[src/rtl/pc_seq.sv]
// Program-counter sequencer: load, increment, relative branch,
// and call/return through a small return-address stack.
module pc_seq #(
  parameter int unsigned WIDTH       = 5,
  parameter int unsigned STACK_DEPTH = 4,
  parameter logic [WIDTH-1:0] RESET_VEC = '0,
  localparam int unsigned SPW = $clog2(STACK_DEPTH + 1)
) (
  input  logic             clk,
  input  logic             reset,
  input  logic             ld_pc,
  input  logic             inc_pc,
  input  logic             br_pc,
  input  logic             call_pc,
  input  logic             ret_pc,
  input  logic             err_clr,
  input  logic [WIDTH-1:0] pc_in,
  input  logic [WIDTH-1:0] br_off,
  output logic [WIDTH-1:0] pc_out,
  output logic [SPW-1:0]   sp,
  output logic             stk_empty,
  output logic             stk_full,
  output logic             err_ovf,
  output logic             err_unf
);

  logic [WIDTH-1:0] pc_q, pc_d;
  logic [SPW-1:0]   sp_q, sp_d;
  logic             ovf_q, ovf_d;
  logic             unf_q, unf_d;
  logic [WIDTH-1:0] stk_q [STACK_DEPTH];
  logic [WIDTH-1:0] top;
  logic [WIDTH-1:0] ret_addr;
  logic             push;
  logic             empty, full;

  assign empty    = (sp_q == '0);
  assign full     = (sp_q == SPW'(STACK_DEPTH));
  assign ret_addr = pc_q + WIDTH'(1);

  always_comb begin
    top = '0;
    for (int i = 0; i < STACK_DEPTH; i++)
      if (sp_q == SPW'(i + 1)) top = stk_q[i];
  end

  always_comb begin
    pc_d  = pc_q;
    sp_d  = sp_q;
    push  = 1'b0;
    ovf_d = err_clr ? 1'b0 : ovf_q;
    unf_d = err_clr ? 1'b0 : unf_q;
    priority case (1'b1)
      ret_pc: begin
        if (empty) begin
          unf_d = 1'b1;
        end else begin
          pc_d = top;
          sp_d = sp_q - SPW'(1);
        end
      end
      call_pc: begin
        if (full) begin
          ovf_d = 1'b1;
        end else begin
          push = 1'b1;
          pc_d = pc_in;
          sp_d = sp_q + SPW'(1);
        end
      end
      ld_pc:  pc_d = pc_in;
      br_pc:  pc_d = pc_q + br_off;
      inc_pc: pc_d = ret_addr;
      default: ;
    endcase
  end

  always_ff @(posedge clk or posedge reset) begin
    if (reset) begin
      pc_q  <= RESET_VEC;
      sp_q  <= '0;
      ovf_q <= 1'b0;
      unf_q <= 1'b0;
    end else begin
      pc_q  <= pc_d;
      sp_q  <= sp_d;
      ovf_q <= ovf_d;
      unf_q <= unf_d;
    end
  end

  // Stack storage needs no reset; sp alone defines which entries are live.
  always_ff @(posedge clk) begin
    for (int i = 0; i < STACK_DEPTH; i++)
      if (push && !reset && sp_q == SPW'(i)) stk_q[i] <= ret_addr;
  end

  assign pc_out    = pc_q;
  assign sp        = sp_q;
  assign stk_empty = empty;
  assign stk_full  = full;
  assign err_ovf   = ovf_q;
  assign err_unf   = unf_q;

endmodule

[config.mk]
export PLATFORM = sky130hd
export DESIGN_NAME = pc_seq
export DESIGN_NICKNAME = d
export VERILOG_FILES = /design/src/rtl/pc_seq.sv
export SDC_FILE = /design/constraint.sdc
export NUM_CORES = 1
export LEC_CHECK = 0
export CORE_UTILIZATION = 55
export CTS_BUF_LIST = sky130_fd_sc_hd__clkbuf_8
export CTS_CLUSTER_SIZE = 16
export DETAILED_ROUTE_END_ITERATION = 8
export PLACE_DENSITY = 0.82
export SYNTH_ARGS = -nofsm -noshare
export SYNTH_HDL_FRONTEND = slang
export SYNTH_SLANG_ARGS = --single-unit
[constraint.sdc]
create_clock -name clk -period 2.59 [get_ports clk]
set_input_delay 0.3885 -clock clk [delete_from_list [all_inputs] [get_ports clk]]
set_output_delay 0.3885 -clock clk [all_outputs]
set_load 0.02 [all_outputs]
==> flow_summary.yaml, run 1 <==
floorplan:
  die_area_um2: 3470
  die_height_um: 58.9
  ios: 30
  die-width_um: 58.9
  core_area_um2: 3050
  num_rows: 20
  start_util_pct: 58.3
place:
  port_buffers: 29
  place_hpwl_um: 3180
  gp_congestion: 0.910
critical_path:
  crit_path_start_kind: "flop"
  crit_type: "flop to primary output"
  arrival_ns: 2.08
  r2r-start: "sp[0]"
  cp.required_ns: 2.20
  startpoint: "sp[1]"
  critPathMaxFanout: 5
  cp-end-kind: "primary output"
timing:
  period_needed_ns: 2.47
  max_slew_margin_pct: 67.6
  setup_viol: 0
  hold_ws_ns: 0.490
  setup_tns_ns: 0
  hold_viol: 0
  rsz0062_at_grt: "false"
  slew_violations: 0
  fin_crit_sh_pct: 95.3
  tightest_slew_ns: 0.474
  fmax_mhz: 405
  finClkSkew_ns: 0.00516
final_layout:
  fillCellCount: 234
  seqCellArea_um2: 851
  antennaDiodeCount: 0
  final_common_cell: "clkdlybuf4s50_1"
  multi_input_area_um2: 832
  nets: 232
  drive_gt1_share_pct: 11.3
  area_delta_synth_final_pct: 26.5
  final_cell_mix: "clkdlybuf4s50_1, edfxtp_1, inv_1"
logic_synthesis:
  syn_nets: 192
  synth_warnings: 0
  synth_top_area_share_pct: 33.7
  synth_area_leader_cell: "edfxtp_1"
  syn-mean-instance-area_um2: 11.0
  synthCells: 162
  synthTopCellsByArea: "edfxtp_1, dfrtp_1, ha_1"
  ys_ff_latch: 30
  synthDistinctLibCells: 45
  ys_seq_area_share_pct: 47.8
  post_synth_instance_area_um2: 1780
global_routing:
  antenna_found_initial: 0
  overflow: 0
  grt_pass1_vias: 1479
  grt_usage_pct: 27.9
  grt_pass1_wl_um: 6760
  grt_max_degree: 15
drt:
  remaining_drc_errors: 0
  drt_iter0_drc: 89
  postRouteAntennaNets: 0
  wl_um: 4310
  viasPerCell: 5.96
  wl_per_cell_um: 17.4
  first_pass_iters: 4
  vias: 1472
clock_tree:
  path_clk_slew_ns: 0.06
  post_cts_buffers: 0
  clock_sinks: 30
  post_cts_resize_count: 0
  h-tree-depth: 2
  root_buffer: "clkbuf_8"
  insertion_delay_ns: 0.29
  cts_max_path_buffers: 2
  ctsHoldBuffers: 0
  numCtsBuffers: 5
  cts_tree: "done"
run:
  cap_viol_max_count: 0
outcome:
  run_status: "finished, final reports clean"
hold_path:
  timing.hold.worst.class: "input pin to async pin"
power:
  p_leak_nw: 0.903
  ir_worst_vdd_mv: 0.603
  cellPowerDensity_nw_per_um2: 1000
==> through the flow <==
step                std cells  power [W]  instance area (µm²)  worst slack, ns  util [%]
floorplan                 162    0.00146                 1780            0.351         -
global placement          239    0.00185                 2170            0.235      71.1
detailed placement        239    0.00189                 2170            0.174      71.1
CTS                       247    0.00226                 2250            0.120      73.8
global route              247    0.00238                 2250           0.0553      73.8
finish                    247    0.00226                 2250            0.122      73.8
==> state kept, by name, indices dropped and copies added (netlist names) <==
name / flops
err_unf: 1
stk_q: 20
err_ovf: 1
sp: 3
pc_out: 5
==> where the power goes <==
| part | internal, W | switching, W |
|---|---|---|
| combinational | 0.000515 | 0.000636 |
| sequential | 0.000660 | 0.0000921 |
| clock | 0.000180 | 0.000174 |
==> cell usage after synthesis, drive strengths merged <==
cell type   n
nand2b      3
o211a       2
fa          1
a2111oi     4
nand3b      1
nor4b       1
and3        4
a211oi      1
o22a        1
xnor2       4
nand3       7
o2111ai     1
nor4        1
or3         1
o22ai       2
a221o       3
nor2b       1
nor4bb      1
a31oi       1
or4         1
o311ai      1
nor3b       2
nor2        8
nor3        3
nand4       1
edfxtp     20
mux2        1
a221oi      5
dfrtp      10
a21oi       4
nand2      12
o221ai      1
o21ai      10
buf         4
xor2        2
a22o        2
ha         11
and2        2
mux2i       3
inv        15
clkbuf      3
clkinv      1
==> metal layers <==
layer | GRT usage, % | vias to the layer above | part of all wire (%)
met5 | 0 | - | 0
met4 | 15.0 | 0 | 2.4
met3 | 6.37 | 14 | 6.3
met2 | 46.4 | 63 | 50
met1 | 33.5 | 712 | 41
li1 | - | 683 | -
==> cell type report <==
class	instances	area share (%)
flip-flops and latches	30	37.8
multi-input cells	109	36.9
well taps	44	2.44
clock buffers	5	3.06
repair buffers	40	16.6
clock inverters	3	0.556
inverters	16	2.67
==> path summary, 6_finish.rpt <==
path,slack [ns],cells past startpoint,end
setup reg to reg,0.47,6,pc_out[4]
max in group asynchronous,1.80,2,pc_out[4]
hold reg to reg,0.54,2,err_ovf
setup / recovery,0.12,5,stk_full
hold / removal,0.49,2,sp[1]
min in group clk,0.54,2,err_ovf
==> kinds of logic (layout without fill, tap and decap cells) <==
group / after synthesis / after routing / share of synthesized area, %
mux: 4 / 4 / 2.53
fa+ha+maj: 12 / 12 / 8.85
xor+xnor: 6 / 6 / 2.95
simple gates: 49 / 49 / 15.8
flops: 30 / 30 / 47.8
compound gates: 38 / 38 / 16.6
buf+inv: 23 / 64 / 5.48
==> critical path, stage by stage, from the launching register on <==
cell and delay (ns):
dfrtp_1 0.44, inv_1 0.17, ha_1 0.29, nand2_2 0.09, inv_1 0.16, clkdlybuf4s50_1 0.64
Power figures use the tool's default switching activity.
==> inputs of run 2 (changes only) <==
--- a/config.mk
+++ b/config.mk
@@ -5,11 +5,14 @@
 export SDC_FILE = /design/constraint.sdc
 export NUM_CORES = 1
 export LEC_CHECK = 0
-export CORE_UTILIZATION = 55
+export CELL_PAD_IN_SITES_DETAIL_PLACEMENT = 0
+export CELL_PAD_IN_SITES_GLOBAL_PLACEMENT = 2
+export CORE_UTILIZATION = 35
 export CTS_BUF_LIST = sky130_fd_sc_hd__clkbuf_8
 export CTS_CLUSTER_SIZE = 16
 export DETAILED_ROUTE_END_ITERATION = 8
-export PLACE_DENSITY = 0.82
+export GPL_ROUTABILITY_DRIVEN = 0
+export PLACE_DENSITY_LB_ADDON = 0.1
 export SYNTH_ARGS = -nofsm -noshare
 export SYNTH_HDL_FRONTEND = slang
 export SYNTH_SLANG_ARGS = --single-unit
==> run 2 against run 1 <==
Via count fell by 5.5%. Non-clock buffer count rose by 1. Global-route usage decreased by 9.0 points. Register-to-register slack barely moved.
==> flow_summary.yaml, run 2 (same netlist as run 1, synthesis figures left out) <==
global_routing:
  grt_pass1_wl_um: 7300
  overflow: 0
  grt_usage_pct: 18.8
  antenna_found_initial: 0
  grt_pass1_vias: 1434
  grt_max_degree: 15
critical_path:
  crit_chain: "inv_1 -> ha_1 -> nand2_2 -> inv_1 -> clkdlybuf4s50_1"
  crit_top_cell: "inv_1"
  critical_path.top_delay_family: "buffers and inverters"
  cp_slowest_stage_delay_ns: 0.64
  slowest_stage: "clkdlybuf4s50_1"
  critPathMaxFanout: 5
  rrSetupSlack_ns: 0.47
  r2r-start: "sp[0]"
  cp.required_ns: 2.20
  arrival_ns: 1.98
  crit_path_start_kind: "flop"
  reg2reg_depth: 6
  r2r_end: "pc_out[4]"
  path_buf_inv: 3
  cp-end-kind: "primary output"
  crit_type: "flop to primary output"
drt:
  postRouteAntennaNets: 0
  wl_per_cell_um: 16.7
  drt_iter0_drc: 113
  first_pass_iters: 4
  viasPerCell: 5.13
  remaining_drc_errors: 0
  wl_um: 4530
  vias: 1391
timing:
  tightest_slew_ns: 0.484
  fmax_mhz: 423
  max_slew_margin_pct: 66.9
  finClkSkew_ns: 0.00984
  period_needed_ns: 2.37
  setup_tns_ns: 0
  slew_violations: 0
  hold_viol: 0
  setup_viol: 0
  fin_crit_sh_pct: 91.3
  rsz0062_at_grt: "false"
final_layout:
  area_delta_synth_final_pct: 29.9
  final_cell_mix: "clkdlybuf4s50_1, edfxtp_1, inv_1"
  drive_gt1_share_pct: 11.8
  largest-register: "stk_q"
  largest_reg_flops: 20
  fillCellCount: 457
  nets: 233
  final_common_cell: "clkdlybuf4s50_1"
  antennaDiodeCount: 0
power:
  p_total_w: 0.00236
  cellPowerDensity_nw_per_um2: 1020
  ir_worst_vdd_mv: 0.558
  p_leak_nw: 0.918
run:
  cap_viol_max_count: 0
floorplan:
  die-width_um: 73.3
  die_area_um2: 5380
  num_rows: 25
  ios: 30
  start_util_pct: 37.0
  die_height_um: 73.3
  core_area_um2: 4820
clock_tree:
  insertion_delay_ns: 0.28
  numCtsBuffers: 5
  root_buffer: "clkbuf_8"
  h-tree-depth: 2
  cts_tree: "done"
  cts_max_path_buffers: 2
  post_cts_buffers: 0
  path_clk_slew_ns: 0.07
  ctsHoldBuffers: 0
  post_cts_resize_count: 0
  clock_sinks: 30
hold_path:
  timing.hold.worst.class: "input pin to async pin"
place:
  place_hpwl_um: 3500
  port_buffers: 29
outcome:
  run_status: "finished, final reports clean"
[run 2: cell count changes in the layout (fill, tap and decap cells not counted), sizes merged]
cell | previous run | this run
buf | 11 | 12
bufinv | 0 | 1
clkinv | 3 | 2
[run 2: power breakdown]
group / switching, W / internal, W
registers: 0.0000938 / 0.000660
logic: 0.000639 / 0.000516
clock network: 0.000168 / 0.000280
[run 2: worst register-to-register path: cells and delay by family, from the launching register on]
| kind | cells | cell delay, ns |
|---|---|---|
| compound gates | 3 | 0.65 |
| fa+ha+maj | 2 | 0.54 |
| flops | 1 | 0.44 |
| simple gates | 1 | 0.41 |
[run 2: layout make-up]
class	count	area (µm²)	area share, %
clock buffer	5	68.8	2.97
clock inverter	3	37.5	1.62
inverter	16	60.1	2.60
multi-input combinational	109	832	36.0
sequential	30	851	36.8
timing repair buffer	41	380	16.4
tap	67	83.8	3.62
[run 2: worst max-delay path by stage]
stage | slack, ns | cells after the start | end | startpoint
after floorplan | 0.35 | 8 | pc_out[4] | sp[2]
after global placement | 0.27 | 8 | pc_out[1] | br_off[0]
after detailed placement | 0.11 | 8 | pc_out[1] | br_off[0]
after CTS | 0.22 | 5 | stk_full | sp[0]
after global routing | 0.09 | 5 | stk_full | sp[0]
final | 0.22 | 5 | stk_full | sp[1]
[run 2: routing by layer]
metal | share of wire (%) | wire length, µm | up-vias | track usage, %
met5 | 0 | 0 | - | 0
li1 | - | - | 683 | -
met4 | 1.2 | 53 | 0 | 6.20
met3 | 4.9 | 220 | 6 | 4.39
met2 | 51 | 2290 | 36 | 31.9
met1 | 43 | 1970 | 666 | 23.7
[run 2: metrics by stage]
step | hold slack, ns | worst slack [ns] | std cells | utilization [%] | area (µm²)
detailed placement | 0.539 | 0.105 | 263 | 45.8 | 2210
CTS | 0.548 | 0.216 | 271 | 48.0 | 2310
floorplan | 0.229 | 0.351 | 162 | - | 1780
global placement | 0.523 | 0.269 | 263 | 45.8 | 2210
finish | 0.544 | 0.225 | 271 | 48.0 | 2310
global route | 0.563 | 0.0850 | 271 | 48.0 | 2310
==> inputs of run 3 (changes only) <==
--- a/config.mk
+++ b/config.mk
@@ -13,6 +13,7 @@
 export DETAILED_ROUTE_END_ITERATION = 8
 export GPL_ROUTABILITY_DRIVEN = 0
 export PLACE_DENSITY_LB_ADDON = 0.1
+export RECOVER_POWER = 50
 export SYNTH_ARGS = -nofsm -noshare
 export SYNTH_HDL_FRONTEND = slang
 export SYNTH_SLANG_ARGS = --single-unit
==> run 3 against run 2 <==
Sequential share of layout area is 0.18 points higher. Wire length is 0.15% lower. Register-to-register slack worse by 0.02 ns. Sequential power hardly changed. First-iteration DRC count is 13% lower. Clock-buffer cell count stayed put. Non-clock buffer count stayed put. Combinational power hardly changed. Clock skew hardly changed. Largest cell class unchanged. Largest power group unchanged.
==> flow_summary.yaml, run 3 (same netlist as run 1, synthesis figures left out) <==
drt:
  viasPerCell: 5.14
  wl_um: 4520
  wl_per_cell_um: 16.7
  wl_met3_um: 238
  remaining_drc_errors: 0
  wl_met1_um: 1950
  vias: 1393
  first_pass_iters: 4
  wl_met2_um: 2270
  routed.top_layer: "met4"
  drt_iter0_drc: 98
  postRouteAntennaNets: 0
clock_tree:
  root_buffer: "clkbuf_8"
  h-tree-depth: 2
  insertion_delay_ns: 0.28
  post_cts_resize_count: 0
  path_clk_slew_ns: 0.06
  cts_tree: "done"
  cts_max_path_buffers: 2
  ctsHoldBuffers: 0
  post_cts_buffers: 0
  numCtsBuffers: 5
  clock_sinks: 30
timing:
  fmax_mhz: 421
  tightest_slew_ns: 0.482
  rsz0062_at_grt: "false"
  finClkSkew_ns: 0.00975
  period_needed_ns: 2.37
  setup_tns_ns: 0
  slew_violations: 0
  fin_crit_sh_pct: 91.6
  timing.final.ws_setup_ns: 0.217
  max_slew_margin_pct: 67.1
  setup_viol: 0
  hold_viol: 0
floorplan:
  die_area_um2: 5380
  die_height_um: 73.3
  start_util_pct: 37.0
  die-width_um: 73.3
  ios: 30
  core_area_um2: 4820
  num_rows: 25
final_layout:
  largest_reg_flops: 20
  area_delta_synth_final_pct: 29.3
  nets: 233
  largest-register: "stk_q"
  final_common_cell: "clkdlybuf4s50_1"
  final_cell_mix: "clkdlybuf4s50_1, edfxtp_1, inv_1"
  drive_gt1_share_pct: 10.3
  antennaDiodeCount: 0
place:
  port_buffers: 29
  place_hpwl_um: 3500
  dp_slack_ns: 0.105
critical_path:
  arrival_ns: 1.98
  crit_path_start_kind: "flop"
  crit_type: "flop to primary output"
  critPathMaxFanout: 5
  rrSetupSlack_ns: 0.45
  cp.required_ns: 2.20
  cp-end-kind: "primary output"
power:
  comb_power_share_pct: 48.5
  p_leak_nw: 0.913
  ir_worst_vdd_mv: 0.543
  power_switching_share_pct: 38.6
  cellPowerDensity_nw_per_um2: 1010
  p_int_w: 0.00143
  seq_power_share_pct: 32.3
  power_frac_clock_pct: 19.2
  power_switching_w: 0.000902
global_routing:
  grt_usage_pct: 18.8
  antenna_found_initial: 0
  grt_pass1_wl_um: 7300
  grt_pass1_vias: 1434
  overflow: 0
  grt_max_degree: 15
outcome:
  run_status: "finished, final reports clean"
run:
  cap_viol_max_count: 0
hold_path:
  timing.hold.worst.class: "flop to flop"
-- run 3: cell types whose count changed in the layout (fill, tap and decap cells not counted) --
cell             before  now
buf_4                12    9
clkbuf_1              0    3
clkdlybuf4s50_1      29   26
dlygate4sd3_1         0    3
-- run 3: layer usage --
layer / track usage (%) / up-vias
met5: 0 / -
met4: 6.20 / 0
met3: 4.39 / 6
met2: 31.9 / 39
met1: 23.7 / 665
li1: - / 683
-- run 3: final timing paths --
kind / depth (start not counted) / from / end
setup / recovery: 5 / sp[1] / stk_full
hold / removal: 2 / err_ovf / err_ovf
setup reg to reg: 7 / sp[0] / pc_out[4]
hold reg to reg: 2 / err_ovf / err_ovf
max in group asynchronous: 2 / reset / err_ovf
min in group asynchronous: 2 / reset / pc_out[3]
-- run 3: through the flow --
step / utilization (%) / total power, W / area, µm² / cells / hold WS (ns)
after floorplan: - / 0.00146 / 1780 / 162 / 0.229
after global placement: 45.8 / 0.00191 / 2210 / 263 / 0.523
after detailed placement: 45.8 / 0.00192 / 2210 / 263 / 0.539
after CTS: 48.0 / 0.00238 / 2310 / 271 / 0.548
after global routing: 47.8 / 0.00249 / 2300 / 271 / 0.559
final: 47.8 / 0.00233 / 2300 / 271 / 0.539
-- run 3: critical path, cell delays in order, from the launching register on --
cell and delay [ns]:
dfrtp_1 0.42, inv_1 0.14, ha_1 0.26, nand2_2 0.08
inv_1 0.17, clkdlybuf4s50_1 0.64
-- run 3: layout make-up --
class / instances / area, µm²
clock inverter: 3 / 37.5
inverter: 16 / 60.1
multi-input combinational: 109 / 832
tap: 67 / 83.8
sequential: 30 / 851
timing repair buffer: 41 / 369
fill: 458 / 2510
clock buffer: 5 / 68.8
-- run 3: power groups by stage --
stage	clock network (W)	registers, W	logic (W)
3_3_place_gp	0	0.000762	0.00115
6_report	0.000448	0.000754	0.00113
4_1_cts	0.000462	0.000757	0.00117
2_1_floorplan	0	0.000843	0.000622
3_5_place_dp	0	0.000764	0.00115
5_1_grt	0.000483	0.000766	0.00124
